--- config.mk ---
export PLATFORM = sky130hd
export DESIGN_NAME = present_byte_if
export DESIGN_NICKNAME = d
export VERILOG_FILES = /design/src/rtl/present_byte_if.sv
export SDC_FILE = /design/constraint.sdc
export NUM_CORES = 1
export LEC_CHECK = 0
export CAP_MARGIN = 10
export CORE_ASPECT_RATIO = 1.1
export CORE_MARGIN = 2
export CORE_UTILIZATION = 50
export CTS_BUF_LIST = sky130_fd_sc_hd__clkbuf_8
export DETAILED_ROUTE_END_ITERATION = 7
export GPL_TIMING_DRIVEN = 0
export PLACE_DENSITY_LB_ADDON = 0.15
export SLEW_MARGIN = 20
export SYNTH_ARGS = -nofsm -noshare
export SYNTH_HDL_FRONTEND = slang
export SYNTH_SLANG_ARGS = --single-unit
--- constraint.sdc ---
create_clock -name CLK -period 4.88 [get_ports CLK]
set_input_delay 0.732 -clock CLK [delete_from_list [all_inputs] [get_ports CLK]]
set_output_delay 0.732 -clock CLK [all_outputs]
set_load 0.03 [all_outputs]
--- src/rtl/present_byte_if.sv ---
`default_nettype none
// present_byte_if -- byte-stream key/plaintext loader and ciphertext drain around present_top.
// Revision: 1.0
module present_byte_if #(
  parameter int TIMEOUT = 255
) (
  input  logic        CLK,
  input  logic        RST,
  input  logic        s_valid,
  output logic        s_ready,
  input  logic [7:0]  s_data,
  input  logic        s_key,
  output logic        core_start,
  output logic [63:0] core_din,
  output logic [79:0] core_key,
  input  logic [63:0] core_dout,
  input  logic        core_done,
  output logic        m_valid,
  input  logic        m_ready,
  output logic [7:0]  m_data,
  output logic        busy,
  output logic        err_timeout
);

  typedef enum logic [2:0] {
    ST_IDLE  = 3'd0,
    ST_LOAD  = 3'd1,
    ST_START = 3'd2,
    ST_WAIT  = 3'd3,
    ST_DRAIN = 3'd4
  } state_t;

  localparam logic [15:0] TCNT_LAST = 16'(TIMEOUT - 1);

  state_t      state_q, state_d;
  logic [2:0]  bcnt_q, bcnt_d;
  logic [2:0]  ocnt_q, ocnt_d;
  logic [15:0] tcnt_q, tcnt_d;
  logic [63:0] din_q, din_d;
  logic [79:0] key_q, key_d;
  logic [63:0] dout_sr_q, dout_sr_d;
  logic        s_ready_q, s_ready_d;
  logic        start_q, start_d;
  logic        m_valid_q, m_valid_d;
  logic        busy_q, busy_d;
  logic        err_q, err_d;
  logic        s_fire;
  logic        m_fire;

  // Handshakes qualify on the registered ready/valid, so no input reaches an output combinationally.
  assign s_fire = s_valid && s_ready_q;
  assign m_fire = m_valid_q && m_ready;

  always_comb begin
    state_d   = state_q;
    bcnt_d    = bcnt_q;
    ocnt_d    = ocnt_q;
    tcnt_d    = tcnt_q;
    din_d     = din_q;
    key_d     = key_q;
    dout_sr_d = dout_sr_q;
    err_d     = err_q;

    case (state_q)
      ST_IDLE: begin
        state_d = ST_LOAD;
      end
      ST_LOAD: begin
        if (s_fire) begin
          if (s_key) begin
            key_d = {key_q[71:0], s_data};
          end else begin
            din_d  = {din_q[55:0], s_data};
            bcnt_d = bcnt_q + 3'd1;
            if (bcnt_q == 3'd7) begin
              state_d = ST_START;
            end
          end
        end
      end
      ST_START: begin
        tcnt_d  = 16'd0;
        state_d = ST_WAIT;
      end
      ST_WAIT: begin
        tcnt_d = tcnt_q + 16'd1;
        // A done arriving on the final timeout cycle still wins.
        if (core_done) begin
          dout_sr_d = core_dout;
          state_d   = ST_DRAIN;
        end else if (tcnt_q == TCNT_LAST) begin
          err_d   = 1'b1;
          state_d = ST_LOAD;
        end
      end
      ST_DRAIN: begin
        if (m_fire) begin
          dout_sr_d = {dout_sr_q[55:0], 8'h00};
          ocnt_d    = ocnt_q + 3'd1;
          if (ocnt_q == 3'd7) begin
            state_d = ST_LOAD;
          end
        end
      end
      default: begin
        state_d = ST_IDLE;
      end
    endcase

    s_ready_d = (state_d == ST_LOAD);
    start_d   = (state_d == ST_START);
    m_valid_d = (state_d == ST_DRAIN);
    busy_d    = (state_d == ST_START) || (state_d == ST_WAIT) || (state_d == ST_DRAIN);
  end

  always_ff @(posedge CLK or negedge RST) begin
    if (!RST) begin
      state_q   <= ST_IDLE;
      bcnt_q    <= 3'd0;
      ocnt_q    <= 3'd0;
      tcnt_q    <= 16'd0;
      din_q     <= 64'd0;
      key_q     <= 80'd0;
      dout_sr_q <= 64'd0;
      s_ready_q <= 1'b0;
      start_q   <= 1'b0;
      m_valid_q <= 1'b0;
      busy_q    <= 1'b0;
      err_q     <= 1'b0;
    end else begin
      state_q   <= state_d;
      bcnt_q    <= bcnt_d;
      ocnt_q    <= ocnt_d;
      tcnt_q    <= tcnt_d;
      din_q     <= din_d;
      key_q     <= key_d;
      dout_sr_q <= dout_sr_d;
      s_ready_q <= s_ready_d;
      start_q   <= start_d;
      m_valid_q <= m_valid_d;
      busy_q    <= busy_d;
      err_q     <= err_d;
    end
  end

  assign s_ready     = s_ready_q;
  assign core_start  = start_q;
  assign core_din    = din_q;
  assign core_key    = key_q;
  assign m_valid     = m_valid_q;
  assign m_data      = dout_sr_q[63:56];
  assign busy        = busy_q;
  assign err_timeout = err_q;

endmodule
`default_nettype wire

==> results of run 1 <==
flip-flops by register name (all words and copies together), names as in the netlist:
signal       flops
s_ready          1
m_valid          1
err_timeout      1
state_q          3
tcnt_q          16
ocnt_q           3
dout_sr_q       64
bcnt_q           3
core_key        80
core_din        64
core_start       1
busy             1
cell families after synthesis:
logic type,after synthesis,share of synthesized area
AOI/OAI and AO/OA,98,0.0573
xor gates and xnor gates,2,0.00173
muxes,205,0.250
buffers and inverters,59,0.0363
adders and majority gates,6,0.00740
DFF,238,0.587
and+or+nand+nor,127,0.0598
Yosys cell counts, drive strengths merged, types with 3 or more instances:
| cell | instances | share of area |
|---|---|---|
| o21ai | 9 | 0.0044 |
| inv | 5 | 0.0019 |
| and3 | 5 | 0.0031 |
| mux2i | 57 | 0.056 |
| or3 | 3 | 0.0019 |
| mux2 | 148 | 0.19 |
| a21oi | 60 | 0.030 |
| nand4 | 9 | 0.0056 |
| ha | 6 | 0.0074 |
| a22o | 9 | 0.0078 |
| nor2 | 63 | 0.023 |
| buf | 41 | 0.030 |
| nand3 | 12 | 0.0059 |
| nor4 | 3 | 0.0019 |
| a21o | 4 | 0.0030 |
| nand2 | 14 | 0.0052 |
| dfrtp | 238 | 0.59 |
| clkbuf | 12 | 0.0044 |
| o31ai | 8 | 0.0059 |
power by group through the flow:
stage | Clock [W] | Combinational, W | Sequential (W)
floorplan | 0 | 0.00166 | 0.00463
global placement | 0 | 0.00453 | 0.00353
detailed placement | 0 | 0.00458 | 0.00357
CTS | 0.00174 | 0.00461 | 0.00356
global route | 0.00182 | 0.00480 | 0.00369
finish | 0.00168 | 0.00456 | 0.00355
metrics by stage:
step | util | hold WS, ns | total power [W]
floorplan | - | 0.436 | 0.00628
global placement | 0.644 | 0.450 | 0.00805
detailed placement | 0.647 | 0.468 | 0.00816
CTS | 0.686 | 0.197 | 0.00990
global route | 0.686 | 0.215 | 0.0103
finish | 0.686 | 0.194 | 0.00980
path summary, 6_finish.rpt:
check                               from  cells past startpoint      endpoint
setup reg to reg              state_q[1]                      6  core_din[63]
min in group CLK               bcnt_q[0]                      1     bcnt_q[0]
max in group asynchronous            RST                      2     ocnt_q[2]
hold reg to reg                bcnt_q[0]                      1     bcnt_q[0]
hold / removal                       RST                      1  core_key[57]
setup / recovery           dout_sr_q[63]                      2     m_data[7]
per-layer routing:
metal	GRT usage	share of wire	vias up
met4	0.0733	0.026	0
met1	0.283	0.42	3300
met3	0.0705	0.078	43
met2	0.339	0.47	207
li1	-	-	3163
met5	0	0	-
worst max-delay path, stage by stage (launching register included):
cell and delay (ns):
sky130_fd_sc_hd__dfrtp_1 0.34, sky130_fd_sc_hd__buf_4 0.10, sky130_fd_sc_hd__clkdlybuf4s50_1 0.70
cell type report:
class	instances	area, um2	area share
Sequential cell	238	5960	0.437
Multi-Input combinational cell	438	3820	0.280
Timing Repair Buffer	236	2400	0.176
Clock buffer	51	702	0.0515
Buffer	53	345	0.0253
Tap cell	252	315	0.0231
Clock inverter	17	67.6	0.00496
Inverter	6	22.5	0.00165
==> impl_metrics.tcl, run 1 <==
set metrics [dict create \
    finish.instance_area_um2 13600 \
    p_leak_nw 6.15 \
    cts_htree_levels 2 \
    yosys_warnings 0 \
    worst_ep_arrival_time_ns 1.66 \
    synthesis.area_per_instance_um2 13.8 \
    rsz0062_at_grt "no" \
    synth_top_flop_cell "sky130_fd_sc_hd__dfrtp_1" \
    first_iter_violations 271 \
    portBuffers 234 \
    antenna_violating_nets_post_route 0 \
    cp_data_required_time_ns 4.15 \
    critical_path_peak_fanout 2 \
    min_period_ns 2.39 \
    vias_in_the_first_global_route 7127 \
    initial_utilization 0.511 \
    cts.sink_count 238 \
    dieHeight_um 153 \
    relSlewSlack 0.593 \
    cts.repair.resized 0 \
    timing.critical_path.to_type "primary output" \
    nFillCells 1505 \
    drt_drc_violations_left 0 \
    cts_buffers 41 \
    post_route_non_filler_standard_cell_count 1291 \
    globalRouteTotalUtil 0.216 \
    clk_latency_ns 0.52 \
    dp_cells 1223 \
    clock-skew-final_ns 0.0184 \
    synthesis.nets 819 \
    tritoncts_clock_tree "built" \
    post-place-ws_ns 2.29 \
    number_of_synthesized_register_bits 238 \
    route.final.wire_length_mm 23.1 \
    synth_seq_area_share 0.587 \
    power_density_nw_per_um2 719 \
    die_span_in_x_um 140 \
    hold_path.class "in2async" \
    totalNegativeSetupSlack_ns 0 \
    layout_setup_ws_ns 2.49 \
    largest_net_degree_at_the_start_of_global_routing 85 \
    top_level_ports 235 \
    total_standard_cell_area_after_synthesis_um2 10100 \
    clkPwrFrac 0.172 \
    p_seq_frac 0.362 \
    switching_share 0.380 \
    drive_gt1_frac 0.236 \
    criticalPathCategory "reg2out" \
    drt_pre_antenna_iters 4 \
    final_common_cell "sky130_fd_sc_hd__dfrtp_1" \
    core-area_um2 19900 \
    antenna_found_initial 0 \
    post_synth_edffs 0 \
    synth-async-reset-ratio 1.00 \
    detailroute.via_count 6713 \
    flow.area_growth_from_synthesis_pct 34.4 \
    post_drt_via_cell_ratio 5.20 \
    cts.reportedPaths.clkPinSlew_ns 0.06 \
    timing_max_transition_violations_final 0 \
    cts_post_setup_buffers_inserted 0 \
    syn-instance-count 735 \
    cts-hold-fix-buffers 0 \
    timing.reg2reg.setup_slack_ns 2.86 \
    power_switching_w 0.00372 \
    floorplan.die_area_um2 21400 \
    rows 54 \
    detailedPlacementHpwl_mm 16.3 \
    maximum_clock_frequency_ghz 0.419 \
    p_comb_frac 0.466 \
    setup.worst_path.start_class "register" \
    grt_pass1_wl_mm 37.5 \
    layout_common_cells "sky130_fd_sc_hd__dfrtp_1, sky130_fd_sc_hd__clkdlybuf4s50_1, sky130_fd_sc_hd__mux2_4, sky130_fd_sc_hd__mux2_2, sky130_fd_sc_hd__nor2_1" \
    detail_route.wl_per_cell_um 17.9 \
    setup_viol 0 \
    number_of_antenna_repair_diodes 0 \
    status "finished clean" \
    vdd.ir_drop.worst_v 0.000515 \
    max-cap-violations 0 \
    clk_path_buf_depth 3 \
    report.final.hold_viol_count 0 \
    synth.lib_cells_used.distinct 44 \
    final.period_utilization 0.489 \
    gp_congestion 0.818 \
    place_area_um2 12900 \
    grt-ovfl-total 0 \
    cts_root_buf "sky130_fd_sc_hd__clkbuf_8" \
    design.final.nets 1098 \
    max_slew.worst_pin.slew_ns 0.610 \
    p_int_w 0.00607 \
]
Power figures use the tool's default switching activity.
==> run 2: changes to the inputs <==
--- a/config.mk
+++ b/config.mk
@@ -8,7 +8,7 @@
 export CAP_MARGIN = 10
 export CORE_ASPECT_RATIO = 1.1
 export CORE_MARGIN = 2
-export CORE_UTILIZATION = 50
+export CORE_UTILIZATION = 47
 export CTS_BUF_LIST = sky130_fd_sc_hd__clkbuf_8
 export DETAILED_ROUTE_END_ITERATION = 7
 export GPL_TIMING_DRIVEN = 0
==> constraint.sdc (replaced) <==
create_clock -name CLK -period 2 [get_ports CLK]
set_input_delay 0.3 -clock CLK [delete_from_list [all_inputs] [get_ports CLK]]
set_output_delay 0.3 -clock CLK [all_outputs]
set_load 0.03 [all_outputs]
==> run 2 against run 1 <==
Clock power rose to 2.6 times the previous value. Utilization fell by 3.7 points. Worst setup slack got worse by 2.4 ns. Cell count rose by 2.9%. Clock skew fell by 0.0065 ns. Non-clock buffer count rose by 1. Register-to-register slack got worse by 2.8 ns. Combinational power rose by 140%. Global-route usage fell by 0.79 points. First-iteration DRC count fell by 19%. Count of clock-buffer cells in the layout did not move. Largest cell class unchanged.
==> impl_metrics.tcl, run 2 (synthesis results as in run 1) <==
set metrics [dict create \
    worst-r2r-cell-count 6 \
    antenna_violating_nets_post_route 0 \
    setup_viol 0 \
    number_of_antenna_repair_diodes 0 \
    clk_latency_ns 0.53 \
    cts_buffers 40 \
    cell_with_the_largest_stage_delay_on_the_worst_path "sky130_fd_sc_hd__clkdlybuf4s50_1" \
    critical_path_peak_fanout 3 \
    min_period_ns 1.93 \
    initial_utilization 0.478 \
    hold_path.class "in2async" \
    worst_ep_arrival_time_ns 1.63 \
    route.final.wire_length_mm 23.5 \
    timing.critical_path.slowest_cell_delay_ns 0.72 \
    post_drt_via_cell_ratio 5.07 \
    totalNegativeSetupSlack_ns 0 \
    nFillCells 1682 \
    p_int_w 0.0150 \
    detailedPlacementHpwl_mm 16.5 \
    power_density_nw_per_um2 1750 \
    cts.sink_count 238 \
    dp_cells 1262 \
    drive_gt1_frac 0.246 \
    setup.worst_path.start_class "register" \
    p_seq_frac 0.359 \
    switching_share 0.379 \
    portBuffers 234 \
    dieHeight_um 158 \
    post_route_non_filler_standard_cell_count 1329 \
    first_iter_violations 219 \
    timing.rr.end "core_key[24]" \
    timing.critical_path.to_type "primary output" \
    max-cap-violations 0 \
    clock-skew-final_ns 0.0119 \
    detailroute.via_count 6734 \
    clkPwrFrac 0.179 \
    grt_pass1_wl_mm 37.2 \
    whs_ns 0.154 \
    maximum_clock_frequency_ghz 0.518 \
    timing.reg2reg.setup_slack_ns 0.11 \
    detail_route.wl_per_cell_um 17.7 \
    cts.reportedPaths.clkPinSlew_ns 0.06 \
    max_slew.worst_pin.slew_ns 0.492 \
    gp_congestion 0.802 \
    rsz0062_at_grt "no" \
    status "finished clean" \
    finalCoreUtilization 0.649 \
    antenna_found_initial 0 \
    top_level_ports 235 \
    vdd.ir_drop.worst_v 0.00116 \
    p_leak_nw 6.27 \
    final.period_utilization 0.966 \
    clk_path_buf_depth 3 \
    criticalPathCategory "reg2out" \
    largest_net_degree_at_the_start_of_global_routing 95 \
    design.final.nets 1098 \
    final_common_cell "sky130_fd_sc_hd__dfrtp_1" \
    core-area_um2 21200 \
    timing_max_transition_violations_final 0 \
    drt_drc_violations_left 0 \
    cp_data_required_time_ns 1.70 \
    cts_root_buf "sky130_fd_sc_hd__clkbuf_8" \
    flow.area_growth_from_synthesis_pct 36.0 \
    report.final.hold_viol_count 0 \
    cts_htree_levels 2 \
    path_buf_inv 1 \
    floorplan.die_area_um2 22800 \
    crit_chain "clkdlybuf4s50_1" \
    die_span_in_x_um 144 \
    largest_register_ffs 80 \
    rows 56 \
    relSlewSlack 0.672 \
    drt_pre_antenna_iters 4 \
    p_comb_frac 0.462 \
    globalRouteTotalUtil 0.208 \
    tritoncts_clock_tree "built" \
    layout_common_cells "sky130_fd_sc_hd__dfrtp_1, sky130_fd_sc_hd__clkdlybuf4s50_1, sky130_fd_sc_hd__mux2_4, sky130_fd_sc_hd__mux2_2, sky130_fd_sc_hd__nor2_1" \
    grt-ovfl-total 0 \
    vias_in_the_first_global_route 7030 \
    critical-path-top-delay-family "buffers and inverters" \
    power_switching_w 0.00912 \
    critical_path.reg2reg.startpoint "state_q[1]" \
]
run 2: cell count changes in the layout (fill, tap and decap cells not counted), moves of 4 or more:
cell and change:
sky130_fd_sc_hd__buf_2 -4, sky130_fd_sc_hd__clkbuf_1 -4, sky130_fd_sc_hd__clkdlybuf4s50_1 -10, sky130_fd_sc_hd__dlymetal6s2s_1 +10, sky130_fd_sc_hd__inv_1 -6
run 2: worst max-delay path by stage:
stage / slack, ns / depth (start not counted) / endpoint / from
floorplan: 0.26 / 6 / core_din[0] / state_q[1]
global placement: -9.75 / 1 / tcnt_q[4] / RST
detailed placement: -0.11 / 6 / core_din[48] / s_valid
CTS: 0.005 / 1 / core_key[71] / core_key[71]
global route: 0.001 / 1 / core_din[6] / core_din[6]
finish: 0.07 / 1 / core_key[14] / core_key[14]
run 2: through the flow:
step / area (um2) / power, W / worst slack (ns)
floorplan: 10100 / 0.0153 / 0.263
global placement: 12800 / 0.0197 / -9.75
detailed placement: 12900 / 0.0199 / -0.110
CTS: 13700 / 0.0244 / 0.00546
global route: 13800 / 0.0254 / 0.000970
finish: 13800 / 0.0241 / 0.0683
run 2: timing repair:
action,4_1_cts,5_1_grt
resized for setup,1,21
hold buffers,1,0
pin swaps,0,0
endpoints found under the hold margin,98,0
buffers inserted,0,0
gates cloned,0,0
endpoints found under the setup margin,27,107
run 2: layout make-up:
class                   instances  area (um2)  share of cell area
plain buffers                  52         358              0.0260
clock buffers                  51         702              0.0509
clock inverters                16        97.6             0.00708
inverters                       6        22.5             0.00163
multi-input cells             438        3820               0.277
flip-flops and latches        238        5960               0.432
well taps                     290         363              0.0263
repair buffers                238        2460               0.179
run 2: power groups by stage:
stage	clock, W	sequential, W	combinational, W
finish	0.00430	0.00865	0.0111
global route	0.00465	0.00900	0.0118
CTS	0.00442	0.00868	0.0113
detailed placement	0	0.00872	0.0112
global placement	0	0.00863	0.0111
floorplan	0	0.0113	0.00405
run 2: routing by layer:
metal / global-route usage / part of all wire
met3: 0.0675 / 0.075
met1: 0.267 / 0.43
met4: 0.0733 / 0.027
met5: 0 / 0
met2: 0.331 / 0.47
==> run 3: changes to the inputs <==
--- a/config.mk
+++ b/config.mk
@@ -5,7 +5,7 @@
 export SDC_FILE = /design/constraint.sdc
 export NUM_CORES = 1
 export LEC_CHECK = 0
-export CAP_MARGIN = 10
+export CAP_MARGIN = 20
 export CORE_ASPECT_RATIO = 1.1
 export CORE_MARGIN = 2
 export CORE_UTILIZATION = 47
==> results of run 3 <==
No change in the layout: final DEF, timing and power equal those of run 2.
